--- config.mk ---
export PLATFORM = sky130hd
export DESIGN_NAME = gated_rr_seq
export DESIGN_NICKNAME = d
export VERILOG_FILES = /design/src/rtl/gated_rr_seq.sv
export SDC_FILE = /design/constraint.sdc
export NUM_CORES = 1
export LEC_CHECK = 0
export ABC_AREA = 1
export CORE_ASPECT_RATIO = 1.2
export CORE_MARGIN = 10
export CORE_UTILIZATION = 55
export DETAILED_ROUTE_END_ITERATION = 10
export GPL_ROUTABILITY_DRIVEN = 0
export PLACE_DENSITY = 0.94
export SKIP_LAST_GASP = 1
export SYNTH_ARGS = -nofsm -noshare
export SYNTH_HDL_FRONTEND = slang
export SYNTH_SLANG_ARGS = --single-unit
--- constraint.sdc ---
create_clock -name CK -period 4.3 [get_ports CK]
set_clock_uncertainty 0.05 [all_clocks]
set_input_delay 0.86 -clock CK [delete_from_list [all_inputs] [get_ports CK]]
set_output_delay 0.86 -clock CK [all_outputs]
set_load 0.02 [all_outputs]
--- src/rtl/gated_rr_seq.sv ---
// N-channel grant sequencer: round-robin, fixed-priority or broadcast arbitration with fixed-width grants.
// Optional completed-grant counter is built when GATED_RR_SEQ_GCNT_EN is defined.
module gated_rr_seq #(
    parameter int NCH      = 8,
    parameter int HOLD_CYC = 3,
    parameter int CNT_W    = 8
) (
    input  logic                     CK,
    input  logic                     RST,
    input  logic                     EN,
    input  logic [1:0]               MODE,
    input  logic [NCH-1:0]           REQ,
    input  logic [NCH-1:0]           GATE,
    output logic [NCH-1:0]           OUT,
    output logic [NCH-1:0]           OUTBF,
    output logic [$clog2(NCH)-1:0]   PTR,
    output logic                     BUSY,
    output logic                     ERR,
    output logic [CNT_W-1:0]         GCNT
);

    localparam int PW = $clog2(NCH);
    localparam int HW = (HOLD_CYC > 1) ? $clog2(HOLD_CYC) : 1;

    typedef enum logic [1:0] {
        IDLE,
        GRANT,
        GAP
    } state_t;

    state_t         state;
    logic [NCH-1:0] gnt;
    logic [HW-1:0]  hold;
    logic [PW-1:0]  ptr;
    logic [PW-1:0]  win;
    logic           rrmode;
    logic           err;

    logic           rrfound;
    logic [PW-1:0]  rridx;
    logic [PW-1:0]  pridx;
    logic [NCH-1:0] nextgnt;

    // Round-robin search starts at ptr and wraps modulo NCH, so NCH need not be a power of two.
    always_comb begin
        int j;
        rrfound = 1'b0;
        rridx   = '0;
        j       = 0;
        for (int k = 0; k < NCH; k++) begin
            j = int'(ptr) + k;
            if (j >= NCH) j = j - NCH;
            if (!rrfound && REQ[j]) begin
                rrfound = 1'b1;
                rridx   = PW'(j);
            end
        end
    end

    always_comb begin
        pridx = '0;
        for (int k = NCH - 1; k >= 0; k--) begin
            if (REQ[k]) pridx = PW'(k);
        end
    end

    always_comb begin
        case (MODE)
            2'd0:    nextgnt = NCH'(1) << rridx;
            2'd1:    nextgnt = NCH'(1) << pridx;
            default: nextgnt = REQ;
        endcase
    end

    // The arbitration mode and winner are captured at grant time, so later MODE changes cannot affect PTR.
    always_ff @(posedge CK or posedge RST) begin
        if (RST) begin
            state  <= IDLE;
            gnt    <= '0;
            hold   <= '0;
            ptr    <= '0;
            win    <= '0;
            rrmode <= 1'b0;
            err    <= 1'b0;
        end else begin
            case (state)
                IDLE: begin
                    if (EN) begin
                        if (MODE == 2'd3) begin
                            err <= 1'b1;
                        end else if (|REQ) begin
                            gnt    <= nextgnt;
                            hold   <= HW'(HOLD_CYC - 1);
                            rrmode <= (MODE == 2'd0);
                            win    <= rridx;
                            state  <= GRANT;
                        end
                    end
                end
                GRANT: begin
                    if (!EN) begin
                        gnt   <= '0;
                        state <= GAP;
                    end else if (hold != '0) begin
                        hold <= hold - HW'(1);
                    end else begin
                        gnt   <= '0;
                        state <= GAP;
                        if (rrmode) begin
                            if (win == PW'(NCH - 1)) ptr <= '0;
                            else                     ptr <= win + PW'(1);
                        end
                    end
                end
                GAP: begin
                    state <= IDLE;
                end
                default: begin
                    state <= IDLE;
                end
            endcase
        end
    end

`ifdef GATED_RR_SEQ_GCNT_EN
    logic             done;
    logic [CNT_W-1:0] gcnt;

    assign done = (state == GRANT) && EN && (hold == '0);

    // Saturating count of grants that ran their full width; aborted grants are not counted.
    always_ff @(posedge CK or posedge RST) begin
        if (RST) begin
            gcnt <= '0;
        end else if (done && (gcnt != '1)) begin
            gcnt <= gcnt + CNT_W'(1);
        end
    end

    assign GCNT = gcnt;
`else
    assign GCNT = '0;
`endif

    assign OUT   = gnt & GATE;
    assign OUTBF = ~OUT;
    assign PTR   = ptr;
    assign BUSY  = (state == GRANT);
    assign ERR   = err;

endmodule

# After elaboration in Yosys (flattened, before gate mapping)
# Index checks and enable logic that the tools add are counted.
# totals
mem_bits_ro	0
mem_bits_rw	0
latch_bits	0
ff_bits	20
memories	0
in_bits	21
# op_classes
n_eq_ne	10
order_cmp	16
div	0
mux	75
add_sub_neg	17
n_mul	0
shift	2
reduce_logical	25
bitwise	4
# ops
operator	count
$lt 32x5->1 const B	8
$mux 32	8
$mux 3	17
$mux 8	5
$sub 4x4->5 const B	7
$pmux 8 s2	2
$ge 4x4->1 const B	7
$bmux 1 s3	8
$mux 1	23
$mux 2	10
$add 3x3->4 const B	4
$shl 1x3->8 const A	2
$reduce_and 4->1	3
$add 3x2->4 const B	2
$and 8x8->8	1
$ne 2x2->1 const B	4
$not 8->8	1
$pmux 2 s2	2
$reduce_or 8->1	1
$logic_and 1x1->1	7
$logic_not 1->1	7
$reduce_and 6->1	1
$reduce_and 5->1	1
$sub 3x4->5 const B	1
13 further kinds	17

# Depth between registers and ports, before layout
# Gate-level depths: netlist (run 1).
# logic_depth
depth_word	33
depth_mapped	21
ltp_nobuf	19

# Worst setup path before layout (run 1)
# No wires, ideal clock.
# synth_path
path_kind	register -> register
startpoint	register ptr[0], in the netlist PTR[0]
endpoint	register gnt[6]
path_stages_with_launch	21
period_less_slack_ns	2.621
setup_slack_ns	1.679
arrival_ns	2.455
setup_ns	0.116
path_cell_list	dfrtp_1 -> buf_6 -> inv_4 -> buf_12 -> ha_1 -> inv_2 -> nand3_2 -> nand2_2 -> nand2_1 -> nand2_4 -> inv_1 -> nor2_4 -> nand4_2 -> clkinv_1 -> nand2_1 -> nand3_2 -> nand3_2 -> nand2_1 -> clkinv_1 -> nand2_1 -> nand2_1
# synth_via
elab_chain_len	33
elab_cells_between_ends	90
classes_between	add/sub: 15; order compare: 8; shift: 1; mux: 52; reduce/logical: 14
# synth_rtl
item	line_no	text
from (decl)	34	logic [PW-1:0] ptr;
from (signal assigned)	111	else ptr <= win + PW'(1);
branches (longest 26 deep; another with $sub 4x4->5)	n/a	
$mux 3 *	53	if (!rrfound && REQ[j]) begin
$shl 1x3->8 *	69	2'd0: nextgnt = NCH'(1) << rridx;
$pmux 8 s2 *	68	case (MODE)
$mux 8 *	91	end else if (|REQ) begin
$mux 8 *	89	if (MODE == 2'd3) begin
$mux 8 *	88	if (EN) begin
$pmux 8 s2 *	86	case (state)
to (signal assigned)	92	gnt <= nextgnt;
to (decl)	32	logic [NCH-1:0] gnt;
# Mark *: on every way between the ends. The select of a mux whose other input is x is not followed.
# A chain may end at the register's enable or synchronous reset.

# Worst setup path in the final report (run 1)
# layout_path
startpoint	register ptr[1], in the netlist PTR[1]
endpoint	register gnt[6]
# Same word-level chain as after synthesis.

==> flow_summary.toml, run 1 <==
[setup_path]
critPathCaptureType = "flip-flop"
crit_start = "PTR[1]"
worst-endpoint-required_ns = 4.41
timing.critical_path.arrival_ns = 3.12
timing.critical_path.from_type = "flip-flop"
r2r_start = "PTR[1]"
setup.worst_path.class = "flip-flop to flip-flop"
crit_path_max_fanout = 11

[synth]
synth_top_cell_area_share = 0.2335
ys_dominant_reg_cell = "sky130_fd_sc_hd__dfrtp_1"
count_of_flip_flops_with_a_built_in_enable_after_synthesis = 0
yosysTopAreaCell = "sky130_fd_sc_hd__dfrtp_1"
netlist-cell-type-count = 39
synth.ff_latch_count = 20
synth-async-reset-ratio = 1.000
postSynthCellCount = 309
ys_top_cells_by_area = "sky130_fd_sc_hd__dfrtp_1, sky130_fd_sc_hd__nand2_1, sky130_fd_sc_hd__nand3_2"
synthTopCellsByCount = "sky130_fd_sc_hd__nand2_1, sky130_fd_sc_hd__inv_1, sky130_fd_sc_hd__nand3_1"
synth-seq-area-share = 0.2335
yosysMostFrequentCell = "sky130_fd_sc_hd__nand2_1"
avgSynthCellArea_sq_um = 6.936
combined_area_of_all_synthesized_cells_sq_um = 2143
yosys_warnings = 0

[timing]
slew_violations = 0
setup-violations-final = 0
finalSetupTns_ns = 0
slew_headroom = 0.4832
maxClockFrequency_mhz = 331.5
period_needed_ns = 3.017
unrepaired_setup_endpoints_after_global_routing = "false"
finalHoldViolations = 0
worstMarginPinSlew_ns = 0.7743
min_period_over_period = 0.7015

[drt]
drt_pass1_iterations = 4
totalWireLength_um = 5598
ant_nets = 0
detail_route.vias_per_cell = 5.390
drt_iter0_markers = 131
total_via_count_in_the_routed_design = 2156
post_drt_wl_per_cell_um = 14.00
drc_errors = 0

[cts]
cts_max_path_buffers = 2
htreeDepth = 1
path_clk_slew_ns = 0.07
post-cts-setup-buffer-count = 0
clockRootBuffer = "sky130_fd_sc_hd__clkbuf_8"
resized_gates_after_cts = 0
cts_buffers = 3
insertion_delay_ns = 0.26
cts_hold_repair.buffers = 0
cts_tree = "done"
cts_sinks = 20

[place]
dp_hpwl_um = 4676
port-buffer-count = 41
post_dp_cell_area_sq_um = 2534

[pwr]
ir_worst_vdd_mv = 0.3744
p_per_area_nw_per_um2 = 836.6
total_leakage_power_nw = 1.355

[die]
io_pins = 50
die_h_um = 88.39
die-area_sq_um = 6804
placeableCoreArea_sq_um = 3694
chipWidth_um = 76.99
floorplan.initialDensity = 0.5803
rows = 24

[cells_and_area]
antenna_cells = 0
area_delta_synth_final_pct = 20.78
layout-drive-gt1-share = 0.1925
num-fill-cells = 284
finish.instance_area_sq_um = 2589
finalNetCount = 375

[run_status]
run_status = "complete, no violations"

[global_route]
track_usage = 0.1730
grt_max_degree = 21
antenna_found_initial = 0
grt_first_pass_wirelength_um = 10030
grt_pass1_vias = 2377
globalRoute.totalOverflow = 0

[worst_hold_path]
min_path_type = "flip-flop to flip-flop"
hold_path.startpoint = "ERR"

[flow_run]
maxCapViolations = 0
## layout make-up
cell class                      count  area [sq um]  share of cell area
Multi-Input combinational cell    236          1373              0.5302
Sequential cell                    20         500.5              0.1933
Timing Repair Buffer               42         417.9              0.1614
Inverter                           46         177.7             0.06863
Tap cell                           52         65.06             0.02513
Clock buffer                        4         55.05             0.02127
## power by group
part	leakage [nW]	internal (mW)	switching, mW	total, mW
sequential	0.241	0.264	0.0745	0.339
combinational	1.08	0.571	1.11	1.68
clock	0.0288	0.0816	0.0633	0.145
## metrics by stage
step	hold slack [ns]	setup slack, ns	std cells	power (mW)	utilization
after floorplan	0.3987	1.679	316	1.668	-
after global placement	0.3989	1.228	396	1.965	0.6860
after detailed placement	0.4039	1.149	396	2.012	0.6860
after CTS	0.4202	1.307	400	2.165	0.7009
after global routing	0.4529	0.9691	400	2.384	0.7009
final	0.4160	1.283	400	2.166	0.7009
## state kept, by name (all words and copies together), names as in the netlist
register and cells:
state 2, rrmode 1, win 3, PTR 3, gnt 8, ERR 1, hold 2
## placed cells by master, fill, tap and decap left out, types with 2 or more instances in the layout
| cell | netlist | layout |
|---|---|---|
| sky130_fd_sc_hd__clkinv_1 | 2 | 2 |
| sky130_fd_sc_hd__nor3_1 | 2 | 2 |
| sky130_fd_sc_hd__o21ai_1 | 5 | 5 |
| sky130_fd_sc_hd__inv_1 | 34 | 34 |
| sky130_fd_sc_hd__inv_2 | 8 | 8 |
| sky130_fd_sc_hd__a31oi_1 | 2 | 2 |
| sky130_fd_sc_hd__nor2_1 | 20 | 20 |
| sky130_fd_sc_hd__dfrtp_1 | 20 | 20 |
| sky130_fd_sc_hd__nand4_1 | 4 | 4 |
| sky130_fd_sc_hd__a21oi_1 | 9 | 9 |
| sky130_fd_sc_hd__xnor2_2 | 2 | 2 |
| sky130_fd_sc_hd__nand2_1 | 85 | 85 |
| sky130_fd_sc_hd__nand3_1 | 25 | 25 |
| sky130_fd_sc_hd__nand2_4 | 9 | 9 |
| sky130_fd_sc_hd__nor2_2 | 3 | 3 |
| sky130_fd_sc_hd__inv_4 | 2 | 2 |
| sky130_fd_sc_hd__o21ai_0 | 14 | 14 |
| sky130_fd_sc_hd__nand2_2 | 12 | 12 |
| sky130_fd_sc_hd__clkdlybuf4s50_1 | 0 | 41 |
| sky130_fd_sc_hd__ha_1 | 5 | 5 |
| sky130_fd_sc_hd__nand3_2 | 18 | 18 |
| sky130_fd_sc_hd__conb_1 | 1 | 8 |
| sky130_fd_sc_hd__clkbuf_8 | 0 | 4 |
## cells by family (layout without fill, tap and decap cells)
logic type / Yosys count / after routing / share of synthesized area
other: 1 / 8 / 0.001750
flip-flops: 20 / 20 / 0.2335
adder cells (fa/ha/maj): 5 / 5 / 0.02919
AND/OR/NAND/NOR: 186 / 186 / 0.4834
AO/OA/AOI/OAI: 33 / 33 / 0.08698
XOR/XNOR: 4 / 4 / 0.02686
buffers and inverters: 60 / 92 / 0.1383
## worst max-delay path, cell delays in order, from the launching register on
cell	delay [ns]
sky130_fd_sc_hd__dfrtp_1	0.66
sky130_fd_sc_hd__inv_2	0.19
sky130_fd_sc_hd__ha_1	0.44
sky130_fd_sc_hd__inv_2	0.19
sky130_fd_sc_hd__nand3_1	0.10
sky130_fd_sc_hd__nand2_1	0.12
sky130_fd_sc_hd__nand2_2	0.07
sky130_fd_sc_hd__nand2_4	0.10
sky130_fd_sc_hd__inv_1	0.08
sky130_fd_sc_hd__nor2_4	0.14
sky130_fd_sc_hd__nand4_2	0.12
sky130_fd_sc_hd__clkinv_1	0.08
sky130_fd_sc_hd__nand2_1	0.08
sky130_fd_sc_hd__nand3_2	0.11
sky130_fd_sc_hd__nand3_2	0.09
sky130_fd_sc_hd__nand2_1	0.10
sky130_fd_sc_hd__clkinv_1	0.06
sky130_fd_sc_hd__nand2_1	0.07
sky130_fd_sc_hd__nand2_1	0.06
## routing by layer
| metal | vias up | share of wire | track usage |
|---|---|---|---|
| met1 | 990 | 0.36 | 0.1598 |
| met5 | - | 0 | 0 |
| met2 | 90 | 0.51 | 0.3346 |
| li1 | 1051 | - | - |
| met4 | 0 | 0.047 | 0.1047 |
| met3 | 25 | 0.078 | 0.04868 |
## path summary, 6_finish.rpt
| check | endpoint | slack (ns) | depth (start not counted) |
|---|---|---|---|
| worst min-delay path | ERR | 0.42 | 1 |
| min in group asynchronous | win[0] | 0.98 | 2 |
| worst min register to register | ERR | 0.42 | 1 |
| max in group asynchronous | rrmode | 2.73 | 2 |
| worst max-delay path | gnt[6] | 1.28 | 18 |
| worst max register to register | gnt[6] | 1.28 | 18 |
(Power assumes the default switching activity.)
==> run 2, diff against run 1 <==
Settings changed: CORE_UTILIZATION 55 to 51, PLACE_DENSITY 0.94 to 0.88.
Clock period 4.3 ns to 3.1 ns, I/O delays scaled along.
==> run 2 against run 1 <==
Combinational power increased by 40%; clock power grew 19%; core utilization down 5.3 points; setup slack got worse by 0.99 ns; sequential power is 40% higher; design area increased by 0.15%.
==> flow_summary.toml, run 2 (synthesis results as in run 1) <==
[run_status]
run_status = "complete, no violations"

[cells_and_area]
layout_common_cells = "sky130_fd_sc_hd__nand2_1, sky130_fd_sc_hd__clkdlybuf4s50_1, sky130_fd_sc_hd__inv_1, sky130_fd_sc_hd__nand3_1"
num-fill-cells = 346
multi_input_area_sq_um = 1373
finalNetCount = 377
register_area_sq_um = 500.5
final_common_cell = "sky130_fd_sc_hd__nand2_1"
top_register = "gnt"
area_delta_synth_final_pct = 20.96
antenna_cells = 0
layout-drive-gt1-share = 0.1948
finalCoreUtilization = 0.6475
flip_flop_count_of_the_largest_register_after_layout = 8

[setup_path]
critPathCaptureType = "flip-flop"
timing.critical_path.arrival_ns = 2.92
worst_path_cell_trace = "inv_4 > ha_1 > inv_2 > nand3_1 > nand2_1 > nand2_1 > nand2_1 > nand3_4 > nor2_4 > nand4_2 > clkinv_1 > nand2_1 > nand3_2 > nand3_2 > nand2_1 > inv_1 > nand2_1 > nand2_1"
worst-endpoint-required_ns = 3.21
family_with_the_most_delay_on_the_worst_path = "simple AND/OR/NAND/NOR gates"
path_common_cell = "sky130_fd_sc_hd__nand2_1"
critical_path_buf_inv_count = 4
timing.critical_path.slowest_cell_delay_ns = 0.62
timing.critical_path.from_type = "flip-flop"
setup.worst_path.class = "flip-flop to flip-flop"
cp_slowest_cell = "sky130_fd_sc_hd__dfrtp_1"
crit_path_max_fanout = 12

[pwr]
net-switching-power_mw = 1.745
power.clock.fraction = 0.057
p_per_area_nw_per_um2 = 1157
combinationalPowerShare = 0.785
seq_power_share = 0.158
internal_power_mw = 1.254
totalPowerFinal_mw = 2.999
total_leakage_power_nw = 1.358
netSwitchingFraction = 0.5818
ir_worst_vdd_mv = 0.7117

[cts]
cts_sinks = 20
htreeDepth = 1
post-cts-setup-buffer-count = 0
cts_buffers = 3
path_clk_slew_ns = 0.07
cts_max_path_buffers = 2
resized_gates_after_cts = 0
cts_tree = "done"
cts_hold_repair.buffers = 0
insertion_delay_ns = 0.26
clockRootBuffer = "sky130_fd_sc_hd__clkbuf_8"

[timing]
maxClockFrequency_mhz = 356.0
worstMarginPinSlew_ns = 0.7682
unrepaired_setup_endpoints_after_global_routing = "false"
finalSetupTns_ns = 0
min_period_over_period = 0.9061
period_needed_ns = 2.809
slew_headroom = 0.4873
setup-violations-final = 0
finalHoldViolations = 0
slew_violations = 0

[place]
dp_hpwl_um = 4729
port-buffer-count = 41

[drt]
drt_iter0_markers = 141
drt_pass1_iterations = 4
drc_errors = 0
post_drt_wl_per_cell_um = 14.14
ant_nets = 0
total_via_count_in_the_routed_design = 2086
detail_route.vias_per_cell = 5.176
totalWireLength_um = 5698

[worst_hold_path]
min_path_type = "flip-flop to flip-flop"

[flow_run]
maxCapViolations = 0

[die]
chipWidth_um = 79.18
die_h_um = 91.02
die-area_sq_um = 7207
floorplan.initialDensity = 0.5353
rows = 25
io_pins = 50
placeableCoreArea_sq_um = 4004

[global_route]
globalRoute.totalOverflow = 0
grt_pass1_vias = 2209
grt_max_degree = 21
track_usage = 0.1604
antenna_found_initial = 0
grt_first_pass_wirelength_um = 9701
==> run 2: cell types whose count changed in the layout (fill, tap and decap cells not counted) <==
cell | before | now
sky130_fd_sc_hd__buf_4 | 1 | 3
sky130_fd_sc_hd__clkbuf_8 | 4 | 3
==> run 2: power groups by stage <==
stage | registers, mW | clock network [mW] | logic (mW)
global route | 0.485 | 0.185 | 2.61
global placement | 0.475 | 0 | 2.27
CTS | 0.472 | 0.172 | 2.33
detailed placement | 0.475 | 0 | 2.32
finish | 0.474 | 0.172 | 2.35
floorplan | 0.442 | 0 | 1.87
==> run 2: final timing paths <==
kind / start / endpoint / cells past startpoint / slack (ns)
worst min-delay path: gnt[2] / gnt[2] / 2 / 0.44
min in group asynchronous: RST / gnt[5] / 2 / 0.74
worst min register to register: gnt[2] / gnt[2] / 2 / 0.44
max in group asynchronous: RST / PTR[2] / 2 / 1.78
worst max-delay path: PTR[0] / gnt[5] / 18 / 0.29
worst max register to register: PTR[0] / gnt[5] / 18 / 0.29
==> run 2: layout make-up <==
type / count / area share
multi-input combinational: 236 / 0.5294
sequential: 20 / 0.1930
timing repair buffer: 44 / 0.1670
inverter: 46 / 0.06853
tap: 54 / 0.02606
clock buffer: 3 / 0.01593
==> run 2: through the flow <==
stage / instances / hold slack (ns) / cell area [sq um] / worst slack [ns]
5_1_grt: 403 / 0.4559 / 2592 / 0.02699
4_1_cts: 403 / 0.4406 / 2592 / 0.3277
6_report: 403 / 0.4402 / 2592 / 0.2910
3_3_place_gp: 400 / 0.4031 / 2551 / 0.2146
3_5_place_dp: 400 / 0.4155 / 2551 / 0.2033
2_1_floorplan: 316 / 0.3987 / 2170 / 0.4785
==> run 2: routing by layer <==
metal  GRT usage  share of wire
met5           0              0
met4     0.07635          0.032
met3     0.06213          0.084
met2      0.2820           0.50
met1      0.1603           0.38
==> run 2: worst reg2reg max path, stage by stage (launching register included) <==
cell and delay, ns:
sky130_fd_sc_hd__dfrtp_1 0.62, sky130_fd_sc_hd__inv_4 0.05, sky130_fd_sc_hd__ha_1 0.43, sky130_fd_sc_hd__inv_2 0.19, sky130_fd_sc_hd__nand3_1 0.13, sky130_fd_sc_hd__nand2_1 0.11, sky130_fd_sc_hd__nand2_1 0.05, sky130_fd_sc_hd__nand2_1 0.11
sky130_fd_sc_hd__nand3_4 0.09, sky130_fd_sc_hd__nor2_4 0.12, sky130_fd_sc_hd__nand4_2 0.12, sky130_fd_sc_hd__clkinv_1 0.09, sky130_fd_sc_hd__nand2_1 0.09, sky130_fd_sc_hd__nand3_2 0.12, sky130_fd_sc_hd__nand3_2 0.10, sky130_fd_sc_hd__nand2_1 0.09
sky130_fd_sc_hd__inv_1 0.04, sky130_fd_sc_hd__nand2_1 0.07, sky130_fd_sc_hd__nand2_1 0.05
==> run 3, diff against run 2 <==
Settings changed: CORE_MARGIN 10 to not set.
==> run 3 against run 2 <==
Non-clock buffer count is 1 higher; sequential power decreased by 5.3%; die area decreased by 38%; count of clock-buffer cells in the layout unchanged; routed wire length decreased by 7.2%; combinational power grew 2%; design area rose by 1.4%; sequential share of layout area is 0.28 points lower; critical path depth unchanged; core utilization rose by 1.5 points.
==> flow_summary.toml, run 3 (synthesis results as in run 1) <==
[run_status]
run_status = "complete, no violations"

[cells_and_area]
multi_input_area_sq_um = 1373
finalCoreUtilization = 0.6620
antenna_cells = 0
layout-drive-gt1-share = 0.1994
flip_flop_count_of_the_largest_register_after_layout = 8
area_delta_synth_final_pct = 22.71
finalNetCount = 378
final_common_cell = "sky130_fd_sc_hd__nand2_1"
num-fill-cells = 341
layout_common_cells = "sky130_fd_sc_hd__nand2_1, sky130_fd_sc_hd__clkdlybuf4s50_1, sky130_fd_sc_hd__inv_1, sky130_fd_sc_hd__nand3_1"
top_register = "gnt"
register_area_sq_um = 500.5

[setup_path]
path_common_cell = "sky130_fd_sc_hd__nand2_1"
cp_slowest_cell = "sky130_fd_sc_hd__clkdlybuf4s50_1"
setup.reg_to_reg.worst_slack_ns = 0.47
timing.critical_path.slowest_cell_delay_ns = 0.64
timing.critical_path.arrival_ns = 2.80
timing.critical_path.from_type = "primary input"
r2r_start = "PTR[0]"
worst-r2r-cell-count = 18
critPathCaptureType = "flip-flop"
reg2reg_to = "gnt[7]"
worst_path_cell_trace = "clkdlybuf4s50_1 > nand2_1 > nand3_1 > nand3_2 > nand2_4 > inv_4 > nand3_1 > nand2_1 > nor2_1 > nand3_1 > nor2_2 > nand3_2 > nand2_2 > nand2_2 > nand2_1 > nand2_1 > nand2_1 > nand2_1"
crit_path_max_fanout = 5
setup.worst_path.class = "primary input to flip-flop"
crit_start = "REQ[3]"
worst-endpoint-required_ns = 3.21

[cts]
clockRootBuffer = "sky130_fd_sc_hd__clkbuf_8"
post-cts-setup-buffer-count = 0
cts_tree = "done"
cts_hold_repair.buffers = 0
path_clk_slew_ns = 0.08
cts_buffers = 3
insertion_delay_ns = 0.26
resized_gates_after_cts = 0
cts_sinks = 20
htreeDepth = 1
cts_max_path_buffers = 2

[die]
io_pins = 50
chipWidth_um = 61.18
die-area_sq_um = 4467
floorplan.initialDensity = 0.5395
die_h_um = 73.02
placeableCoreArea_sq_um = 3973
rows = 25

[drt]
drc_errors = 0
totalWireLength_um = 5286
post_drt_wl_per_cell_um = 13.05
total_via_count_in_the_routed_design = 2154
drt_pass1_iterations = 4
drt_iter0_markers = 109
ant_nets = 0
detail_route.vias_per_cell = 5.319

[timing]
worstMarginPinSlew_ns = 0.7763
maxClockFrequency_mhz = 371.5
slew_violations = 0
period_needed_ns = 2.692
setup-violations-final = 0
slew_headroom = 0.4819
final.setup.worst_slack_ns = 0.4081
finalSetupTns_ns = 0
finalHoldViolations = 0
unrepaired_setup_endpoints_after_global_routing = "false"
min_period_over_period = 0.8683

[global_route]
grt_first_pass_wirelength_um = 9101
grt_max_degree = 21
track_usage = 0.2699
antenna_found_initial = 0
globalRoute.totalOverflow = 0
grt_pass1_vias = 2100

[pwr]
ir_worst_vdd_mv = 0.5485
totalPowerFinal_mw = 3.104
total_leakage_power_nw = 1.376
p_per_area_nw_per_um2 = 1180

[worst_hold_path]
hold-path-endpoint = "ERR"
min_path_type = "flip-flop to flip-flop"
hold_path_stages = 1
hold_path.startpoint = "ERR"

[place]
port-buffer-count = 41
dp_hpwl_um = 4245
place_worst_setup_slack_ns = 0.1846

[flow_run]
maxCapViolations = 0
[run 3: cell count changes in the layout (fill, tap and decap cells not counted), sizes merged]
cell,previous run,this run
buf,3,4
bufinv,0,1
[run 3: layer usage]
layer	vias up	share of wire	GRT usage
met5	-	0	0
met4	0	0.021	0.09848
met3	10	0.050	0.02660
met2	86	0.54	0.4831
met1	1002	0.39	0.3248
li1	1056	-	-
[run 3: how the worst max path moves through the flow]
stage                   to  slack [ns]
finish              gnt[7]        0.41
global route        gnt[6]        0.15
CTS                 gnt[7]        0.45
detailed placement  gnt[3]        0.18
global placement    gnt[3]        0.23
floorplan           gnt[6]        0.48
[run 3: cell type report]
cell class | count | area share
Sequential cell | 20 | 0.1903
Tap cell | 54 | 0.02569
Clock buffer | 3 | 0.01570
Timing Repair Buffer | 45 | 0.1675
Multi-Input combinational cell | 236 | 0.5219
Clock inverter | 1 | 0.01142
Inverter | 46 | 0.06755
[run 3: worst max-delay path: cells and delay by family]
family,cells,cell delay [ns]
buffers and inverters,2,0.70
AND/OR/NAND/NOR,16,1.50
[run 3: where the power goes]
group | switching, mW | internal [mW]
combinational | 1.58 | 0.807
sequential | 0.0824 | 0.367
clock | 0.0919 | 0.173
total | 1.76 | 1.35
[run 3: per-stage QoR]
step / cell area, sq um / instances / hold WS (ns)
2_1_floorplan: 2170 / 316 / 0.3987
3_5_place_dp: 2559 / 401 / 0.4068
6_report: 2630 / 405 / 0.4291
3_3_place_gp: 2559 / 401 / 0.4095
5_1_grt: 2630 / 405 / 0.4536
4_1_cts: 2630 / 405 / 0.4316
